==> config.mk <==
export PLATFORM = sky130hd
export DESIGN_NAME = ov7670_config_seq
export DESIGN_NICKNAME = d
export VERILOG_FILES = /design/src/rtl/ov7670_config_seq.sv
export SDC_FILE = /design/constraint.sdc
export NUM_CORES = 1
export LEC_CHECK = 0
export CORE_MARGIN = 5
export CORE_UTILIZATION = 45
export CTS_CLUSTER_SIZE = 10
export DETAILED_ROUTE_END_ITERATION = 12
export PLACE_DENSITY_LB_ADDON = 0.08
export REMOVE_ABC_BUFFERS = 1
export SETUP_SLACK_MARGIN = 0.4
export SLEW_MARGIN = 20
export SYNTH_ARGS = -nofsm -noshare
export SYNTH_HDL_FRONTEND = slang
export SYNTH_SLANG_ARGS = --single-unit
==> constraint.sdc <==
create_clock -name clk_i -period 2.6 [get_ports clk_i]
set_input_delay 0.65 -clock clk_i [delete_from_list [all_inputs] [get_ports clk_i]]
set_output_delay 0.65 -clock clk_i [all_outputs]
set_load 0.1 [all_outputs]
==> src/rtl/ov7670_config_seq.sv <==
// OV7670 register-table sequencer: walks a synchronous config ROM, interprets delay/end markers and
// issues SCCB register writes over valid/ready. Define CFG_RETRY_EN to retry NACKed writes up to MAX_RETRY times.

module ov7670_config_seq #(
   parameter int unsigned       ADDR_W       = 8,
   parameter int unsigned       DATA_W       = 16,
   parameter logic [DATA_W-1:0] END_CODE     = 16'hFFFF,
   parameter logic [DATA_W-1:0] DELAY_CODE   = 16'hFFF0,
   parameter int unsigned       DELAY_CYCLES = 250000,
   parameter int unsigned       MAX_RETRY    = 3
) (
   input  logic              clk_i,
   input  logic              rst_ni,
   input  logic              clk_en_i,
   input  logic              start_i,
   output logic [ADDR_W-1:0] rom_addr_o,
   input  logic [DATA_W-1:0] rom_data_i,
   output logic              cmd_valid_o,
   input  logic              cmd_ready_i,
   output logic [7:0]        cmd_reg_o,
   output logic [7:0]        cmd_data_o,
   input  logic              wr_done_i,
   input  logic              wr_nack_i,
   output logic              busy_o,
   output logic              done_o,
   output logic              error_o
`ifdef CFG_RETRY_EN
   ,
   output logic [$clog2(MAX_RETRY+1)-1:0] retry_cnt_o
`endif
);

   typedef enum logic [3:0] {
      S_IDLE, S_FETCH, S_DECODE, S_SEND, S_WAIT_ACK, S_DELAY, S_ADVANCE, S_FIN, S_ERR
   } state_e;

   localparam int unsigned         CNT_W      = (DELAY_CYCLES > 1) ? $clog2(DELAY_CYCLES) : 1;
   localparam logic [CNT_W-1:0]    DELAY_LOAD = CNT_W'(DELAY_CYCLES - 1);
   localparam logic [ADDR_W-1:0]   ADDR_LAST  = '1;

   state_e            state_q, state_d;
   logic [ADDR_W-1:0] addr_q, addr_d;
   logic              valid_q, valid_d;
   logic [7:0]        reg_q, reg_d;
   logic [7:0]        data_q, data_d;
   logic              busy_q, busy_d;
   logic              done_q, done_d;
   logic              error_q, error_d;
   logic [CNT_W-1:0]  cnt_q, cnt_d;
   logic              retryOk;

   logic [7:0] romReg;
   logic [7:0] romVal;
   assign romReg = rom_data_i[DATA_W-1 -: 8];
   assign romVal = rom_data_i[7:0];

`ifdef CFG_RETRY_EN
   localparam int unsigned RTY_W = $clog2(MAX_RETRY+1);
   logic [RTY_W-1:0] retry_q, retry_d;

   assign retryOk = (retry_q < RTY_W'(MAX_RETRY));

   // Count only NACKs that lead to a resend; cleared on every new entry and on start.
   always_comb begin
      retry_d = retry_q;
      if (clk_en_i) begin
         if (state_q == S_IDLE && start_i) begin
            retry_d = '0;
         end else if (state_q == S_WAIT_ACK && wr_done_i && wr_nack_i && retryOk) begin
            retry_d = retry_q + 1'b1;
         end else if (state_d == S_ADVANCE && state_q != S_ADVANCE) begin
            retry_d = '0;
         end
      end
   end

   always_ff @(posedge clk_i or negedge rst_ni) begin
      if (!rst_ni) begin
         retry_q <= '0;
      end else begin
         retry_q <= retry_d;
      end
   end

   assign retry_cnt_o = retry_q;
`else
   assign retryOk = 1'b0;
`endif

   always_ff @(posedge clk_i or negedge rst_ni) begin
      if (!rst_ni) begin
         state_q <= S_IDLE;
      end else begin
         state_q <= state_d;
      end
   end

   always_comb begin
      state_d = state_q;
      if (clk_en_i) begin
         case (state_q)
            S_IDLE:     if (start_i) state_d = S_FETCH;
            S_FETCH:    state_d = S_DECODE;
            S_DECODE: begin
               if (rom_data_i == END_CODE) begin
                  state_d = S_FIN;
               end else if (rom_data_i == DELAY_CODE) begin
                  state_d = S_DELAY;
               end else begin
                  state_d = S_SEND;
               end
            end
            S_SEND:     if (valid_q && cmd_ready_i) state_d = S_WAIT_ACK;
            S_WAIT_ACK: begin
               if (wr_done_i) begin
                  if (!wr_nack_i) begin
                     state_d = S_ADVANCE;
                  end else if (retryOk) begin
                     state_d = S_SEND;
                  end else begin
                     state_d = S_ERR;
                  end
               end
            end
            S_DELAY:    if (cnt_q == '0) state_d = S_ADVANCE;
            // The table never wraps: the last address finishes the run.
            S_ADVANCE:  state_d = (addr_q == ADDR_LAST) ? S_FIN : S_FETCH;
            S_FIN:      state_d = S_IDLE;
            S_ERR:      state_d = S_IDLE;
            default:    state_d = S_IDLE;
         endcase
      end
   end

   always_comb begin
      addr_d  = addr_q;
      valid_d = valid_q;
      reg_d   = reg_q;
      data_d  = data_q;
      busy_d  = busy_q;
      done_d  = done_q;
      error_d = error_q;
      cnt_d   = cnt_q;
      if (clk_en_i) begin
         case (state_q)
            S_IDLE: begin
               if (start_i) begin
                  addr_d  = '0;
                  busy_d  = 1'b1;
                  done_d  = 1'b0;
                  error_d = 1'b0;
               end
            end
            S_DECODE: begin
               if (rom_data_i == DELAY_CODE) begin
                  cnt_d = DELAY_LOAD;
               end else if (rom_data_i != END_CODE) begin
                  reg_d   = romReg;
                  data_d  = romVal;
                  valid_d = 1'b1;
               end
            end
            S_SEND:     if (valid_q && cmd_ready_i) valid_d = 1'b0;
            S_WAIT_ACK: if (wr_done_i && wr_nack_i && retryOk) valid_d = 1'b1;
            S_DELAY:    if (cnt_q != '0) cnt_d = cnt_q - 1'b1;
            S_ADVANCE:  if (addr_q != ADDR_LAST) addr_d = addr_q + 1'b1;
            S_FIN: begin
               done_d = 1'b1;
               busy_d = 1'b0;
            end
            S_ERR: begin
               error_d = 1'b1;
               busy_d  = 1'b0;
               valid_d = 1'b0;
            end
            default: ;
         endcase
      end
   end

   always_ff @(posedge clk_i or negedge rst_ni) begin
      if (!rst_ni) begin
         addr_q  <= '0;
         valid_q <= 1'b0;
         reg_q   <= '0;
         data_q  <= '0;
         busy_q  <= 1'b0;
         done_q  <= 1'b0;
         error_q <= 1'b0;
         cnt_q   <= '0;
      end else begin
         addr_q  <= addr_d;
         valid_q <= valid_d;
         reg_q   <= reg_d;
         data_q  <= data_d;
         busy_q  <= busy_d;
         done_q  <= done_d;
         error_q <= error_d;
         cnt_q   <= cnt_d;
      end
   end

   assign rom_addr_o  = addr_q;
   assign cmd_valid_o = valid_q;
   assign cmd_reg_o   = reg_q;
   assign cmd_data_o  = data_q;
   assign busy_o      = busy_q;
   assign done_o      = done_q;
   assign error_o     = error_q;

endmodule

==> key figures, run 1 <==
CTS
  – Total clock buffers created by CTS: 5
  – Clock sink count: 50
  – Deepest clock path buffer count: 2
  – CTS clk-pin slew, worst paths: 0.10 ns
  – Root buffer cell: clkbuf_8
  – CTS tree: yes
  – H-tree levels: 2
  – Clock latency on the worst-skew pair: 0.30 ns

Synthesis
  – Seq/Total Area, Yosys: 0.454
  – EDFF count, synth: 0
  – Mapped Avg Cell Area: 9.82 sq um
  – Register bit total from synthesis: 50
  – Ys async rst share: 1.00
  – Top cell type's share of synthesized area: 0.454
  – Largest area contributor in the netlist: dfrtp_1
  – Most instantiated library cell after synthesis: dfrtp_1
  – Main synth FF type: dfrtp_1
  – Synth Instances: 281
  – Area of the mapped netlist: 2760 sq um
  – Synth warnings: 0
  – Post-synth top cells: dfrtp_1, mux2_2, nand2_1, o21ai_0, nor2_1
  – Post-synth cell types: 48
  – Area contributors post-synth: dfrtp_1, mux2_2, o21ai_0

Floorplanning
  – FP Rows: 28
  – I/O pin total: 51
  – Core area: 5960 sq um
  – Die area: 7800 sq um
  – Initial core utilization: 0.463
  – Die extent in x: 88.3 microns
  – Die height: 88.3 microns

Power
  – Pleak: 1.69 nW
  – PD cells: 1140 nW/um^2
  – Peak VDD IR: 0.00105 V

GRT
  – Vias in the first global route: 2498
  – Antenna violations before repair: 0
  – Largest net degree at the start of global routing: 27
  – First-pass GRT wire length: 11800 microns
  – GRT Util Overall: 0.191
  – Grt total ovfl: 0

Hold path
  – Hold Crit Class: in2async

Critical path
  – CP required: 2.85 ns
  – Crit path launch: rom_data_i[3]
  – Crit path kind: in2reg
  – Setup crit end kind: flop
  – WP data arrival: 2.68 ns
  – Reg2Reg Setup Slack: 0.22 ns
  – Startpoint types: input pin
  – Crit Path Max Fanout: 5
  – R2r startpoint: cnt_q[7]

STA
  – Post-Route Setup TNS: 0 ns
  – Skew final: 0.00670 ns
  – Final Cycle Share: 0.934
  – Slew Limit Fails: 0
  – Final hold vios: 0
  – Final setup violation count: 0
  – Fmax: 412 MHz
  – RSZ-0062 raised after global routing: true
  – Max-slew headroom: 0.524
  – Actual slew at the worst max-slew pin: 0.710 ns
  – Fin crit period: 2.43 ns

Route
  – Antenna Violating Nets Remaining: 0
  – Post-route DRC: 0
  – Routed len/inst: 16.1 microns
  – Total vias in the final route: 2581
  – Initial DRC count: 144
  – Final WL: 7170 microns
  – Vias per cell: 5.79
  – DR pass1 iterations: 4

Placed design
  – IO Port Bufs: 50
  – Post-DP HPWL: 5100 microns
  – Routability cong.: 0.850

Flow run
  – Max cap viols: 0

Cells and area
  – Number of diodes: 0
  – Fillcell total: 512
  – Final core occ: 0.648
  – Fraction of layout cells with a size suffix above 1: 0.394
  – Nets@finish: 395
  – Multi-input logic area: 1550 sq um
  – Storage element area: 1250 sq um
  – Area grow syn2layout: 39.9%

Run status
  – Outcome: completed
[worst max-delay path, cell delays in order]
cell and delay [ns]:
buf_6 0.09, or4_4 0.53, or4_4 0.47, a21o_4 0.27, buf_6 0.12, or4_4 0.47
nand2_2 0.06
[routing by layer]
metal	global-route usage	vias up	wire [microns]	share of wire
met1	0.262	1279	3300	0.46
met4	0.0508	0	56	0.0078
met5	0	-	0	0
met3	0.0372	5	323	0.045
met2	0.309	51	3490	0.49
li1	-	1246	-	-
[worst paths after layout]
path,depth (start not counted),endpoint
worst min register to register,1,error_o
min in group clk_i,1,error_o
max in group asynchronous,2,state_q[0]
worst max register to register,5,cnt_q[16]
worst min-delay path,1,cnt_q[6]
worst max-delay path,7,cnt_q[4]
[flip-flops by register name, indices dropped and copies added (netlist names)]
signal and cells:
state_q 4, cmd_data_o 8, busy_o 1, cmd_valid_o 1, error_o 1, cmd_reg_o 8, done_o 1, rom_addr_o 8
cnt_q 18
[kinds of logic (layout without fill, tap and decap cells)]
logic type      count (synthesis)  after routing  share of synthesized area
simple gates                  113            113                      0.238
flops                          50             50                      0.454
mux                            26             26                      0.104
buf+inv                        24            113                     0.0372
fa+ha+maj                       2              2                    0.00907
compound gates                 66             67                      0.159
[final cells by class]
| type | instances | share of cell area |
|---|---|---|
| Clock inverter | 3 | 0.0104 |
| Timing Repair Buffer | 95 | 0.211 |
| Clock buffer | 5 | 0.0178 |
| Multi-Input combinational cell | 208 | 0.402 |
| Inverter | 10 | 0.00973 |
| Tap cell | 75 | 0.0243 |
| Sequential cell | 50 | 0.324 |
[power by group]
group	total, mW	internal, mW	leakage [nW]	switching, mW
Clock	0.551	0.284	0.0579	0.267
Combinational	2.66	0.816	1.04	1.85
Sequential	1.18	1.02	0.598	0.164
[metrics by stage]
| stage | power, mW | instances | hold slack [ns] | setup slack, ns | instance area, sq um |
|---|---|---|---|---|---|
| after CTS | 4.33 | 441 | 0.356 | 0.162 | 3730 |
| after floorplan | 3.01 | 267 | 0.354 | -0.139 | 2690 |
| after global placement | 3.67 | 428 | 0.486 | -0.585 | 3510 |
| final | 4.39 | 446 | 0.345 | 0.172 | 3860 |
| after global routing | 4.61 | 446 | 0.384 | 0.118 | 3860 |
| after detailed placement | 3.69 | 428 | 0.492 | -0.635 | 3510 |
[layout by cell type, fill, tap and decap left out, types with 5 or more instances in the layout]
master           synthesis  routed
a31oi_1                  9       8
dlygate4sd2_1            0       8
or4_4                    4       8
nand3_1                  9       8
buf_6                    1       8
clkbuf_8                 0       5
mux2_2                  21      20
nor2_1                  17      15
o21ai_0                 19      15
a21oi_1                 11       6
buf_4                    0      64
dfrtp_1                 50      50
nor3_1                  11      10
clkdlybuf4s50_1          0       5
or3_1                    6       6
nand2_1                 19      18
inv_1                   10      10
mux2i_1                  5       5
nand4_1                  9       9
[timing repair]
action	in CTS	in global routing
hold endpoints to repair	0	0
gates resized for setup	48	26
cloned	1	0
buffers inserted	4	5
hold buffers	0	0
pin swaps	17	18
setup endpoints to repair	45	40
Note: power is estimated with default switching activity, not from simulation.
==> run 2: changes to the inputs <==
--- a/config.mk
+++ b/config.mk
@@ -5,6 +5,7 @@
 export SDC_FILE = /design/constraint.sdc
 export NUM_CORES = 1
 export LEC_CHECK = 0
+export CORE_ASPECT_RATIO = 0.5
 export CORE_MARGIN = 5
 export CORE_UTILIZATION = 45
 export CTS_CLUSTER_SIZE = 10
==> key figures, run 2 (synthesized netlist as in run 1, its figures left out) <==
Route
  – Antenna Violating Nets Remaining: 0
  – Final WL: 7750 microns
  – Initial DRC count: 137
  – Vias per cell: 5.83
  – Total vias in the final route: 2610
  – Post-route DRC: 0
  – Routed len/inst: 17.3 microns
  – DR pass1 iterations: 4

Critical path
  – CP required: 2.84 ns
  – Crit Path Max Fanout: 5
  – Crit path kind: in2reg
  – Setup crit end kind: flop
  – Startpoint types: input pin
  – WP data arrival: 2.64 ns

Cells and area
  – Number of diodes: 0
  – Nets@finish: 395
  – Fraction of layout cells with a size suffix above 1: 0.399
  – Fillcell total: 494
  – Post-route insts no fill: 448
  – Area grow syn2layout: 42.2%
  – Largest register FFs: 18
  – Largest Register: cnt_q
  – Most frequent cells in the layout: buf_4, dfrtp_1, mux2_2
  – Most common cell after layout, fill and taps aside: buf_4

Hold path
  – Hold Crit Class: in2async

CTS
  – Clock latency on the worst-skew pair: 0.30 ns
  – CTS clk-pin slew, worst paths: 0.07 ns
  – Deepest clock path buffer count: 2
  – H-tree levels: 2
  – Total clock buffers created by CTS: 5
  – Clock sink count: 50
  – CTS tree: yes
  – Root buffer cell: clkbuf_16

Placed design
  – Routability cong.: 0.821
  – DP Cell Count: 431
  – Post-DP HPWL: 5420 microns
  – IO Port Bufs: 50

Floorplanning
  – FP Rows: 20
  – Initial core utilization: 0.459
  – Die area: 7890 sq um
  – Die extent in x: 121 microns
  – I/O pin total: 51
  – Die height: 65.4 microns
  – Core area: 6010 sq um

GRT
  – Antenna violations before repair: 0
  – First-pass GRT wire length: 12800 microns
  – Met3 GRT Util: 0.0559
  – Grt met1 use: 0.269
  – Largest net degree at the start of global routing: 20
  – GRT Util Overall: 0.205
  – Grt peak-use layer: met2
  – Vias in the first global route: 2660
  – Grt total ovfl: 0
  – Met2 GRT Util: 0.339

Power
  – PD cells: 1150 nW/um^2
  – Peak VDD IR: 0.00119 V
  – Pleak: 1.71 nW

STA
  – Final hold vios: 0
  – Final setup violation count: 0
  – Post-Route Setup TNS: 0 ns
  – Max-slew headroom: 0.424
  – Final Cycle Share: 0.925
  – Fin crit period: 2.41 ns
  – Fmax: 416 MHz
  – Skew final: 0.00396 ns
  – Actual slew at the worst max-slew pin: 0.857 ns
  – RSZ-0062 raised after global routing: true
  – Slew Limit Fails: 0

Flow run
  – Max cap viols: 0

Run status
  – Outcome: completed
## run 2: cell count changes in the layout (fill, tap and decap cells not counted), moves of 2 or more
cell	change
clkbuf_8	-5
buf_4	+2
clkinv_2	-2
a21oi_2	+2
a31oi_4	+2
clkbuf_16	+5
o31ai_2	-2
buf_12	-2
a21oi_1	-2
## run 2: where the power goes
group / internal, mW / switching [mW]
clock network: 0.362 / 0.307
logic: 0.793 / 1.86
registers: 1.02 / 0.186
total: 2.17 / 2.35
## run 2: worst max-delay path, stage by stage
cell and delay [ns]:
buf_6 0.09, or4_4 0.52, or4_4 0.47, a21o_4 0.27
buf_6 0.12, or4_1 0.46, nand2_1 0.07
## run 2: metrics by stage
stage                util  power (mW)  hold slack, ns  worst slack [ns]  area [sq um]
global placement    0.584        3.66           0.478            -0.562          3510
floorplan               -        3.01           0.354            -0.139          2690
global route        0.653        4.75           0.345             0.151          3920
CTS                 0.631        4.47           0.317             0.117          3790
finish              0.653        4.52           0.310             0.195          3920
detailed placement  0.584        3.70           0.490            -0.605          3510
## run 2: worst paths after layout
kind / start / endpoint / slack (ns) / cells after the start
setup / recovery: rom_data_i[3] / cnt_q[4] / 0.19 / 7
hold / removal: rst_ni / cnt_q[10] / 0.31 / 1
min in group clk_i: error_o / error_o / 0.50 / 1
hold reg to reg: error_o / error_o / 0.50 / 1
setup reg to reg: cnt_q[7] / cnt_q[16] / 0.22 / 5
max in group asynchronous: rst_ni / cnt_q[17] / 1.67 / 2
## run 2: layout make-up
cell class              instances  area [sq um]  share of cell area
multi-input cells             208          1600               0.407
flip-flops and latches         50          1250               0.319
repair buffers                 95           791               0.202
clock inverters                 3          25.0             0.00638
clock buffers                   5           125              0.0319
inverters                      10          37.5             0.00957
well taps                      77          96.3              0.0246
## run 2: layer usage
metal / wire [microns] / vias to the layer above
met5: 0 / -
met4: 126 / 0
met3: 371 / 16
met2: 3600 / 67
met1: 3660 / 1287
li1: - / 1240
## run 2: timing repair
action                     in CTS  in global routing
hold buffers                    0                  0
pin swaps                      19                 17
cloned                          2                  0
setup endpoints to repair      38                 43
hold endpoints to repair        0                  0
buffers inserted                4                  3
gates resized for setup        55                 26
==> run 3: changes to the inputs <==
--- a/config.mk
+++ b/config.mk
@@ -10,6 +10,7 @@
 export CORE_UTILIZATION = 45
 export CTS_CLUSTER_SIZE = 10
 export DETAILED_ROUTE_END_ITERATION = 12
+export GPL_TIMING_DRIVEN = 0
 export PLACE_DENSITY_LB_ADDON = 0.08
 export REMOVE_ABC_BUFFERS = 1
 export SETUP_SLACK_MARGIN = 0.4
==> key figures, run 3 (synthesized netlist as in run 1, its figures left out) <==
Run status
  – Outcome: completed

Cells and area
  – Storage element area: 1250 sq um
  – Fillcell total: 483
  – Final core occ: 0.632
  – Multi-input logic area: 1580 sq um
  – Largest register FFs: 18
  – Largest Register: cnt_q
  – Number of diodes: 0
  – Area grow syn2layout: 37.6%
  – Most frequent cells in the layout: dfrtp_1, dlygate4sd2_1, nand2_1, buf_4, mux2_2
  – Fraction of layout cells with a size suffix above 1: 0.299
  – Most common cell after layout, fill and taps aside: dfrtp_1
  – Nets@finish: 372

Placed design
  – Post-DP HPWL: 4730 microns
  – Placement Setup Slack: -0.937 ns
  – IO Port Bufs: 50
  – Routability cong.: 0.784

Route
  – Post-route DRC: 0
  – Vias per cell: 6.00
  – Highest routed layer: met4
  – DR pass1 iterations: 6
  – Routed len/inst: 17.1 microns
  – Met3 WL: 379 microns
  – Total vias in the final route: 2548
  – Final WL: 7280 microns
  – M1 WL: 3370 microns
  – Antenna Violating Nets Remaining: 0
  – Initial DRC count: 247
  – WL met2: 3500 microns

Power
  – PD cells: 1180 nW/um^2
  – Pleak: 1.58 nW
  – Peak VDD IR: 0.00103 V

Critical path
  – Crit path kind: in2reg
  – Setup crit end kind: flop
  – Startpoint types: input pin
  – Critical path capture point: cnt_q[4]
  – Reg2reg path depth: 6
  – CP required: 2.83 ns
  – Crit Path Max Fanout: 5
  – Crit path launch: rom_data_i[1]
  – WP data arrival: 2.81 ns
  – R2R Path End: cnt_q[4]
  – Reg2Reg Setup Slack: 0.11 ns
  – R2r startpoint: state_q[2]

CTS
  – Clock sink count: 50
  – CTS hold repair buffers: 0
  – Clock latency on the worst-skew pair: 0.29 ns
  – Root buffer cell: clkbuf_16
  – CTS clk-pin slew, worst paths: 0.07 ns
  – Deepest clock path buffer count: 2
  – Total clock buffers created by CTS: 5
  – H-tree levels: 2
  – CTS tree: yes

GRT
  – GRT Util Overall: 0.194
  – Grt total ovfl: 0
  – Antenna violations before repair: 0
  – Vias in the first global route: 2560
  – First-pass GRT wire length: 12400 microns
  – Largest net degree at the start of global routing: 51

STA
  – Final Cycle Share: 0.993
  – Fmax: 387 MHz
  – Max-slew headroom: 0.351
  – Hold slack: 0.381 ns
  – Skew final: 0.00485 ns
  – Actual slew at the worst max-slew pin: 0.977 ns
  – Fin crit period: 2.58 ns
  – Final setup violation count: 0
  – RSZ-0062 raised after global routing: true
  – Fin worst setup slack: 0.0185 ns
  – Slew Limit Fails: 0
  – Final hold vios: 0

Floorplanning
  – Die extent in x: 121 microns
  – Die area: 7890 sq um
  – I/O pin total: 51
  – Die height: 65.4 microns
  – Initial core utilization: 0.459
  – Core area: 6010 sq um
  – FP Rows: 20

Hold path
  – Hold Crit Class: in2async

Flow run
  – Max cap viols: 0
[run 3: cell count changes in the layout (fill, tap and decap cells not counted), sizes merged]
cell / before / now
dlygate4sd2: 8 / 20
inv: 11 / 10
dlymetal6s2s: 4 / 3
clkinv: 1 / 0
bufinv: 0 / 1
clkdlybuf4s15: 0 / 13
buf: 78 / 26
clkdlybuf4s50: 5 / 8
clkbuf: 5 / 7
clkinvlp: 1 / 2
[run 3: area by class of cell]
type | instances | share of cell area
timing repair buffer | 72 | 0.174
clock buffer | 5 | 0.0330
sequential | 50 | 0.330
inverter | 10 | 0.00989
tap | 77 | 0.0254
multi-input combinational | 208 | 0.415
clock inverter | 3 | 0.0119
[run 3: worst min-delay path by stage]
stage | from | endpoint | depth (start not counted)
floorplan | rst_ni | busy_o | 0
global placement | error_o | error_o | 1
detailed placement | error_o | error_o | 1
CTS | rst_ni | cnt_q[10] | 1
global route | rst_ni | cnt_q[10] | 1
finish | rst_ni | cnt_q[10] | 1
[run 3: what timing repair did]
action | CTS | global route
hold endpoints to repair | 0 | 0
buffers inserted | 15 | 5
pin swaps | 15 | 9
cloned | 1 | 1
resized for setup | 97 | 25
endpoints found under the setup margin | 76 | 48
[run 3: per-stage QoR]
step / total power, mW / std cells / setup TNS, ns / cell area (sq um)
global route: 4.68 / 425 / 0 / 3790
CTS: 4.43 / 419 / -0.00565 / 3700
floorplan: 3.01 / 267 / -0.991 / 2690
global placement: 3.55 / 394 / -58.71 / 3290
finish: 4.47 / 425 / 0 / 3790
detailed placement: 3.60 / 395 / -14.38 / 3300
[run 3: where the power goes]
group | total [mW] | internal (mW) | switching (mW)
Clock | 0.754 | 0.454 | 0.300
Combinational | 2.43 | 0.689 | 1.74
Sequential | 1.28 | 1.02 | 0.259
[run 3: per-layer routing]
layer | vias to the layer above | track usage
met5 | - | 0
met4 | 0 | 0.0339
met3 | 4 | 0.0525
met2 | 82 | 0.330
met1 | 1260 | 0.254
li1 | 1202 | -
[run 3: critical path, stage by stage]
cell and delay (ns):
buf_8 0.10, or4_4 0.55, or4_4 0.54, a21o_4 0.28
buf_6 0.12, or4_1 0.49, nand2_1 0.07
